**config.mk**
```make
export PLATFORM = sky130hd
export DESIGN_NAME = sprite_blitter
export DESIGN_NICKNAME = d
export VERILOG_FILES = /design/src/rtl/gfx_pkg.sv /design/src/rtl/fb_addr_calc.sv /design/src/rtl/sprite_blitter.sv
export SDC_FILE = /design/constraint.sdc
export NUM_CORES = 1
export LEC_CHECK = 0
export BUFFER_PORTS_ARGS = -buffer_cell sky130_fd_sc_hd__clkbuf_2
export CAP_MARGIN = 20
export CORE_AREA = 2 2 196 198
export DETAILED_ROUTE_END_ITERATION = 16
export DIE_AREA = 0 0 198 200
export PLACE_DENSITY = 0.67
export SLEW_MARGIN = 30
export SYNTH_ARGS = -nofsm -noshare
export SYNTH_HDL_FRONTEND = slang
export SYNTH_SLANG_ARGS = --single-unit
```
**constraint.sdc**
```tcl
create_clock -name CLOCK_50 -period 6.6 [get_ports CLOCK_50]
set_input_delay 1.32 -clock CLOCK_50 [delete_from_list [all_inputs] [get_ports CLOCK_50]]
set_output_delay 1.32 -clock CLOCK_50 [all_outputs]
set_load 0.005 [all_outputs]
```
**src/rtl/gfx_pkg.sv**
```systemverilog
// Shared graphics constants and blitter state encoding, reused by the
// object blocks (player, enemies) and the framebuffer writer.
package gfx_pkg;

  localparam int SCREEN_W   = 640;
  localparam int SCREEN_H   = 480;
  localparam int SPRITE_DIM = 16;
  localparam int FB_ADDR_W  = 19;

  typedef enum logic [1:0] {
    IDLE  = 2'd0,
    ERASE = 2'd1,
    DRAW  = 2'd2,
    DONE  = 2'd3
  } blit_state_t;

endpackage

```
**src/rtl/fb_addr_calc.sv**
```systemverilog
// Combinational pixel locator: object origin plus (row, col) offset gives the
// on-screen flag and the linear framebuffer address y*640 + x.
module fb_addr_calc
  import gfx_pkg::*;
#(
  parameter int SCREEN_W = gfx_pkg::SCREEN_W,
  parameter int SCREEN_H = gfx_pkg::SCREEN_H
) (
  input  logic [9:0]  x,
  input  logic [9:0]  y,
  input  logic [3:0]  row,
  input  logic [3:0]  col,
  output logic        on_screen,
  output logic [18:0] addr
);

  logic [10:0] px;
  logic [10:0] py;

  // 11-bit sums so an object near the right/bottom edge never wraps to 0
  always_comb begin
    px        = {1'b0, x} + {7'd0, col};
    py        = {1'b0, y} + {7'd0, row};
    on_screen = (px < 11'(SCREEN_W)) && (py < 11'(SCREEN_H));
    addr      = ({8'd0, py} << 9) + ({8'd0, py} << 7) + {8'd0, px};
  end

endmodule

```
**src/rtl/sprite_blitter.sv**
```systemverilog
// Rasterizes an object descriptor into the framebuffer, first erasing the
// object's previous footprint when it has moved or resized.
module sprite_blitter
  import gfx_pkg::*;
#(
  parameter int SCREEN_W   = gfx_pkg::SCREEN_W,
  parameter int SCREEN_H   = gfx_pkg::SCREEN_H,
  parameter int SPRITE_DIM = gfx_pkg::SPRITE_DIM,
  parameter int FB_ADDR_W  = gfx_pkg::FB_ADDR_W
) (
  input  logic                             CLOCK_50,
  input  logic                             reset,
  input  logic                             start,
  input  logic [9:0]                       obj_x,
  input  logic [9:0]                       obj_y,
  input  logic [9:0]                       obj_size,
  input  logic [SPRITE_DIM*SPRITE_DIM-1:0] obj_sprite,
  input  logic [7:0]                       obj_color,
  input  logic                             obj_write_enable,
  input  logic [7:0]                       bg_color,
  input  logic                             fb_ready,
  output logic [FB_ADDR_W-1:0]             fb_addr,
  output logic [7:0]                       fb_data,
  output logic                             fb_we,
  output logic                             busy,
  output logic                             done
);

  blit_state_t state, next_state;

  logic [9:0]   cur_x, cur_y, prev_x, prev_y, sel_x, sel_y;
  logic [4:0]   cur_size, prev_size, in_size, sel_size;
  logic [255:0] cur_sprite;
  logic [7:0]   cur_color;
  logic         cur_we, prev_valid;
  logic [8:0]   scan_cnt;
  logic [3:0]   row, col;
  logic         stall, scan_last, scan_end, pos_changed, erasing;
  logic         on_screen, in_box, pix_write;
  logic [18:0]  pix_addr;

  always_comb begin
    in_size     = (obj_size > 10'd16) ? 5'd16 : obj_size[4:0];
    pos_changed = (obj_x != prev_x) || (obj_y != prev_y) || (in_size != prev_size);
    stall       = fb_we && !fb_ready;
    scan_last   = (scan_cnt == 9'd255);
    scan_end    = scan_cnt[8];
    row         = scan_cnt[7:4];
    col         = scan_cnt[3:0];
    erasing     = (state == ERASE);
    sel_x       = erasing ? prev_x : cur_x;
    sel_y       = erasing ? prev_y : cur_y;
    sel_size    = erasing ? prev_size : cur_size;
    in_box      = ({1'b0, row} < sel_size) && ({1'b0, col} < sel_size);
    pix_write   = !scan_end && in_box && on_screen &&
                  (erasing || cur_sprite[~scan_cnt[7:0]]);
  end

  fb_addr_calc #(
    .SCREEN_W (SCREEN_W),
    .SCREEN_H (SCREEN_H)
  ) u_addr (
    .x         (sel_x),
    .y         (sel_y),
    .row       (row),
    .col       (col),
    .on_screen (on_screen),
    .addr      (pix_addr)
  );

  always_ff @(posedge CLOCK_50) begin
    if (reset) state <= IDLE;
    else       state <= next_state;
  end

  // Erase hands over to draw straight from its last position; a terminal scan
  // phase spends one extra cycle at scan_end so its last write is accepted.
  always_comb begin
    next_state = state;
    case (state)
      IDLE: begin
        if (start) begin
          if (prev_valid && pos_changed) next_state = ERASE;
          else if (obj_write_enable)     next_state = DRAW;
          else                           next_state = DONE;
        end
      end
      ERASE: begin
        if (!stall) begin
          if (scan_last && cur_we) next_state = DRAW;
          else if (scan_end)       next_state = DONE;
        end
      end
      DRAW: begin
        if (!stall && scan_end) next_state = DONE;
      end
      DONE:    next_state = IDLE;
      default: next_state = IDLE;
    endcase
  end

  assign busy = (state != IDLE);

  always_ff @(posedge CLOCK_50) begin
    if (reset) begin
      fb_we      <= 1'b0;
      fb_addr    <= '0;
      fb_data    <= '0;
      done       <= 1'b0;
      scan_cnt   <= '0;
      prev_valid <= 1'b0;
      prev_x     <= '0;
      prev_y     <= '0;
      prev_size  <= '0;
      cur_x      <= '0;
      cur_y      <= '0;
      cur_size   <= '0;
      cur_sprite <= '0;
      cur_color  <= '0;
      cur_we     <= 1'b0;
    end else begin
      done <= (next_state == DONE);
      if (state == IDLE && start) begin
        cur_x      <= obj_x;
        cur_y      <= obj_y;
        cur_size   <= in_size;
        cur_sprite <= obj_sprite;
        cur_color  <= obj_color;
        cur_we     <= obj_write_enable;
        scan_cnt   <= '0;
      end
      if ((state == ERASE || state == DRAW) && !stall) begin
        fb_we   <= pix_write;
        fb_addr <= pix_addr;
        fb_data <= erasing ? bg_color : cur_color;
        if (erasing && scan_last && cur_we) scan_cnt <= '0;
        else if (!scan_end)                 scan_cnt <= scan_cnt + 9'd1;
      end else if (state == IDLE || state == DONE) begin
        fb_we <= 1'b0;
      end
      // Only a completed draw leaves a footprint worth erasing later
      if (next_state == DONE) begin
        if (state == DRAW) begin
          prev_x     <= cur_x;
          prev_y     <= cur_y;
          prev_size  <= cur_size;
          prev_valid <= 1'b1;
        end else begin
          prev_valid <= 1'b0;
        end
      end
    end
  end

endmodule

```
==> run summary <==
Max Clk Rate: 183 MHz
Number of I/O pins: 337
Distinct cells, synth: 67
Setup TNS: 0 ns
Layout Nets: 2600
Syn Area/Cell: 8.33 um^2
Number of buffers and inverters on the critical path: 4
Die height: 200 um
Cts hold-fix bufs: 0
Critical Path Stages: 17
Detailed Routing Iterations Pass 1: 5
Top_reg_cell synth: dfxtp_1
WS Path Type: flip-flop to flip-flop
Post-CTS setup repair buffer count: 0
Syn Inst Count: 2004
Clk Latency, worst-skew pair: 0.55 ns
Initial antenna violation count: 1
Worst Setup EP: fb_addr[18]
Detail Placement HPWL: 34300 um
Grt ovf: 0
Critical-path cell list: inv_1 > ha_2 > buf_4 > mux2_2 > fa_1 > xor2_1 > inv_1 > fa_1 > inv_1 > fa_1 > a21o_1 > a21oi_1 > o21ai_0 > o41ai_1 > o21ai_0 > xor2_1 > a21oi_1
CP Data Arrival Time: 5.94 ns
Worst Setup Start Kind: flip-flop
Drt drc: 0
CP required: 7.08 ns
Fin crit period: 5.46 ns
Max clock buf depth: 3
Synth warnings: 0
CP max stage cell: ha_2
Total GRT Usage: 24.5%
R2r endpoint: fb_addr[18]
Total wire length: 49400 um
First-pass GRT wire length: 76400 um
Pleak: 0.00791 uW
Worst vdd ir: 0.176 mV
Number of global-route vias before repair: 14.5k
Outcome: finished clean
Initial Util: 44.6%
HP Start: cur_sprite[194]
Fin crit share: 82.8%
CP delay by family, top: adder cells
Final setup viols: 0
Post-Syn Nets: 2354
Sink Count: 356
Clock slew at reported path FFs: 0.06 ns
Hold crit path type: flip-flop to flip-flop
Core footprint: 37400 um^2
Vias per cell: 5.40
Rows: 71
Final hold vios: 0
Unrepaired setup endpoints after global routing: no
Max-slew violation total from the final report: 0
Max-Cap Viols: 0
Final Power: 7280 uW
EDFF count, synth: 0
RR Startpoint: state[1]
Worst relative slew slack: 32.3%
Die W: 198 um
Area grow syn2layout: 19.2%
Root buf cell: clkbuf_16
Slew at the pin closest to its max-slew limit: 1.02 ns
Pwr/cell area: 366 nW/um^2
CP Launch Point: state[1]
PortBufs: 336
Largest net degree at the start of global routing: 197
Layout cells sized above 1: 22.0%
Num CTS Buffers: 39
Critical path's largest stage delay: 0.67 ns
Post-DRT Antenna Nets: 0
Clock Skew: 0.0178 ns
Crit path capture type: flip-flop
Die area: 39600 um^2
Routed len/inst: 17.7 um
CTS tree: yes
Routability Congestion: 0.863
Post_cts resized: 0
Drt first-iter violations: 946
Mapped cell area: 16700 um^2
FF-to-FF setup slack: 1.14 ns
Worst r2r path cells: 17
Routed via count: 15.1k
Crit path max fanout: 30
Ys async rst share: 0%
Sequential cell area fraction in the yosys report: 42.7%
Synthesized flop and latch total: 356
H-tree Lvls: 2
[routing by layer]
layer  vias to the layer above  track usage, %  wire length [um]
met5                         -               0                 0
met4                         0            9.08              1650
met3                        93            3.28              2720
met2                       475            41.7             23800
met1                      7064            32.1             21300
li1                       7421               -                 -
[state kept, by name (all words and copies together), names as in the netlist]
| signal | cells |
|---|---|
| cur_color | 8 |
| cur_size | 5 |
| cur_sprite | 256 |
| cur_we | 1 |
| cur_x | 10 |
| cur_y | 10 |
| done | 1 |
| fb_addr | 19 |
| fb_data | 8 |
| fb_we | 1 |
| prev_size | 5 |
| prev_valid | 1 |
| prev_x | 10 |
| prev_y | 10 |
| scan_cnt | 9 |
| state | 2 |
[Yosys cell counts (all sizes together), types with 2 or more instances]
cell type / n / area share, %
nand2b: 7 / 0.26
fa: 5 / 0.60
o22ai: 16 / 0.60
nand3b: 3 / 0.13
xor2: 18 / 0.94
o31ai: 3 / 0.13
mux4: 58 / 7.8
nand2: 627 / 14
a32oi: 4 / 0.21
or4: 2 / 0.11
nor3: 12 / 0.42
a21o: 9 / 0.40
nor4: 8 / 0.30
nor2: 43 / 0.97
nor2b: 3 / 0.11
o21ai: 52 / 1.6
xnor2: 30 / 1.6
nand4b: 2 / 0.10
buf: 39 / 1.4
and3: 9 / 0.34
a31oi: 5 / 0.19
a21oi: 351 / 11
and4b: 2 / 0.12
and2: 5 / 0.19
mux2i: 46 / 2.8
clkbuf: 109 / 2.5
inv: 15 / 0.34
a22oi: 6 / 0.27
nand4: 5 / 0.22
o41ai: 3 / 0.20
or3: 2 / 0.075
o21a: 4 / 0.18
a211oi: 18 / 0.81
ha: 38 / 2.8
nor3b: 2 / 0.090
nand3: 50 / 1.5
mux2: 11 / 0.74
dfxtp: 356 / 43
nor4b: 2 / 0.10
o221ai: 4 / 0.21
nor4bb: 2 / 0.12
o21bai: 3 / 0.13
and4: 2 / 0.10
[worst min path at each step]
stage / endpoint / slack [ns] / cells past startpoint
after CTS: cur_sprite[194] / 0.45 / 2
after global placement: cur_sprite[175] / 0.44 / 2
after detailed placement: cur_sprite[194] / 0.44 / 2
final: cur_sprite[194] / 0.45 / 2
after global routing: cur_sprite[194] / 0.46 / 2
after floorplan: cur_we / 0.43 / 2
[worst register-to-register path: stages, from the launching register on]
cell and delay, ns:
dfxtp_1 0.33, inv_1 0.12, ha_2 0.67, buf_4 0.41, mux2_2 0.41, fa_1 0.43, xor2_1 0.23, inv_1 0.09
fa_1 0.55, inv_1 0.07, fa_1 0.46, a21o_1 0.17, a21oi_1 0.24, o21ai_0 0.17, o41ai_1 0.50, o21ai_0 0.22
xor2_1 0.19, a21oi_1 0.14
[cells in the final DEF (no fill, tap or decap), types with 9 or more instances in the layout]
master     synthesis  layout
o21ai_0           47      47
xnor2_1           29      29
a21oi_1          351     351
nand2_1          627     625
buf_4              3      12
clkbuf_8           1      10
nor2_1            43      43
nand3_1           50      50
a21o_1             9       9
dfxtp_1          356     353
clkbuf_16          0      39
clkbuf_2           2     335
mux2_2            11      11
mux2i_1           46      46
mux4_2            58      58
a211oi_1          18      18
xor2_1            18      18
o22ai_1           16      16
nor3_1            10      10
inv_1             15      15
ha_1              38      37
[area by class of cell]
| cell class | count | area, um^2 |
|---|---|---|
| Sequential cell | 356 | 7140 |
| Tap cell | 511 | 639 |
| Timing Repair Buffer | 353 | 1870 |
| Inverter | 15 | 56.3 |
| Clock inverter | 11 | 168 |
| Multi-Input combinational cell | 1485 | 8880 |
| Clock buffer | 57 | 1140 |
| Antenna cell | 1 | 2.50 |
| Fill cell | 3571 | 17500 |
[stage by stage]
stage	std cells	setup WS [ns]	hold WS [ns]	cell area [um^2]	utilization (%)
2_1_floorplan	2004	0.894	0.432	16700	-
3_3_place_gp	2717	1.31	0.440	18500	49.5
3_5_place_dp	2719	1.13	0.444	18500	49.6
4_1_cts	2787	1.12	0.452	19900	53.1
5_1_grt	2789	0.729	0.462	19900	53.2
6_report	2789	1.14	0.450	19900	53.2
[kinds of logic after synthesis]
group / count (synthesis) / share of synthesized area, %
AND/OR/NAND/NOR: 790 / 19.5
AO/OA/AOI/OAI: 489 / 16.2
flip-flops: 356 / 42.7
buffers and inverters: 163 / 4.26
multiplexers: 115 / 11.3
XOR/XNOR: 48 / 2.56
adder cells (fa/ha/maj): 43 / 3.45
[report_power, final]
part / internal (uW) / switching, uW / total [uW]
Clock: 1330 / 907 / 2240
Sequential: 2530 / 267 / 2800
Combinational: 857 / 1390 / 2250
Total: 4710 / 2560 / 7280
Power figures use the tool's default switching activity.
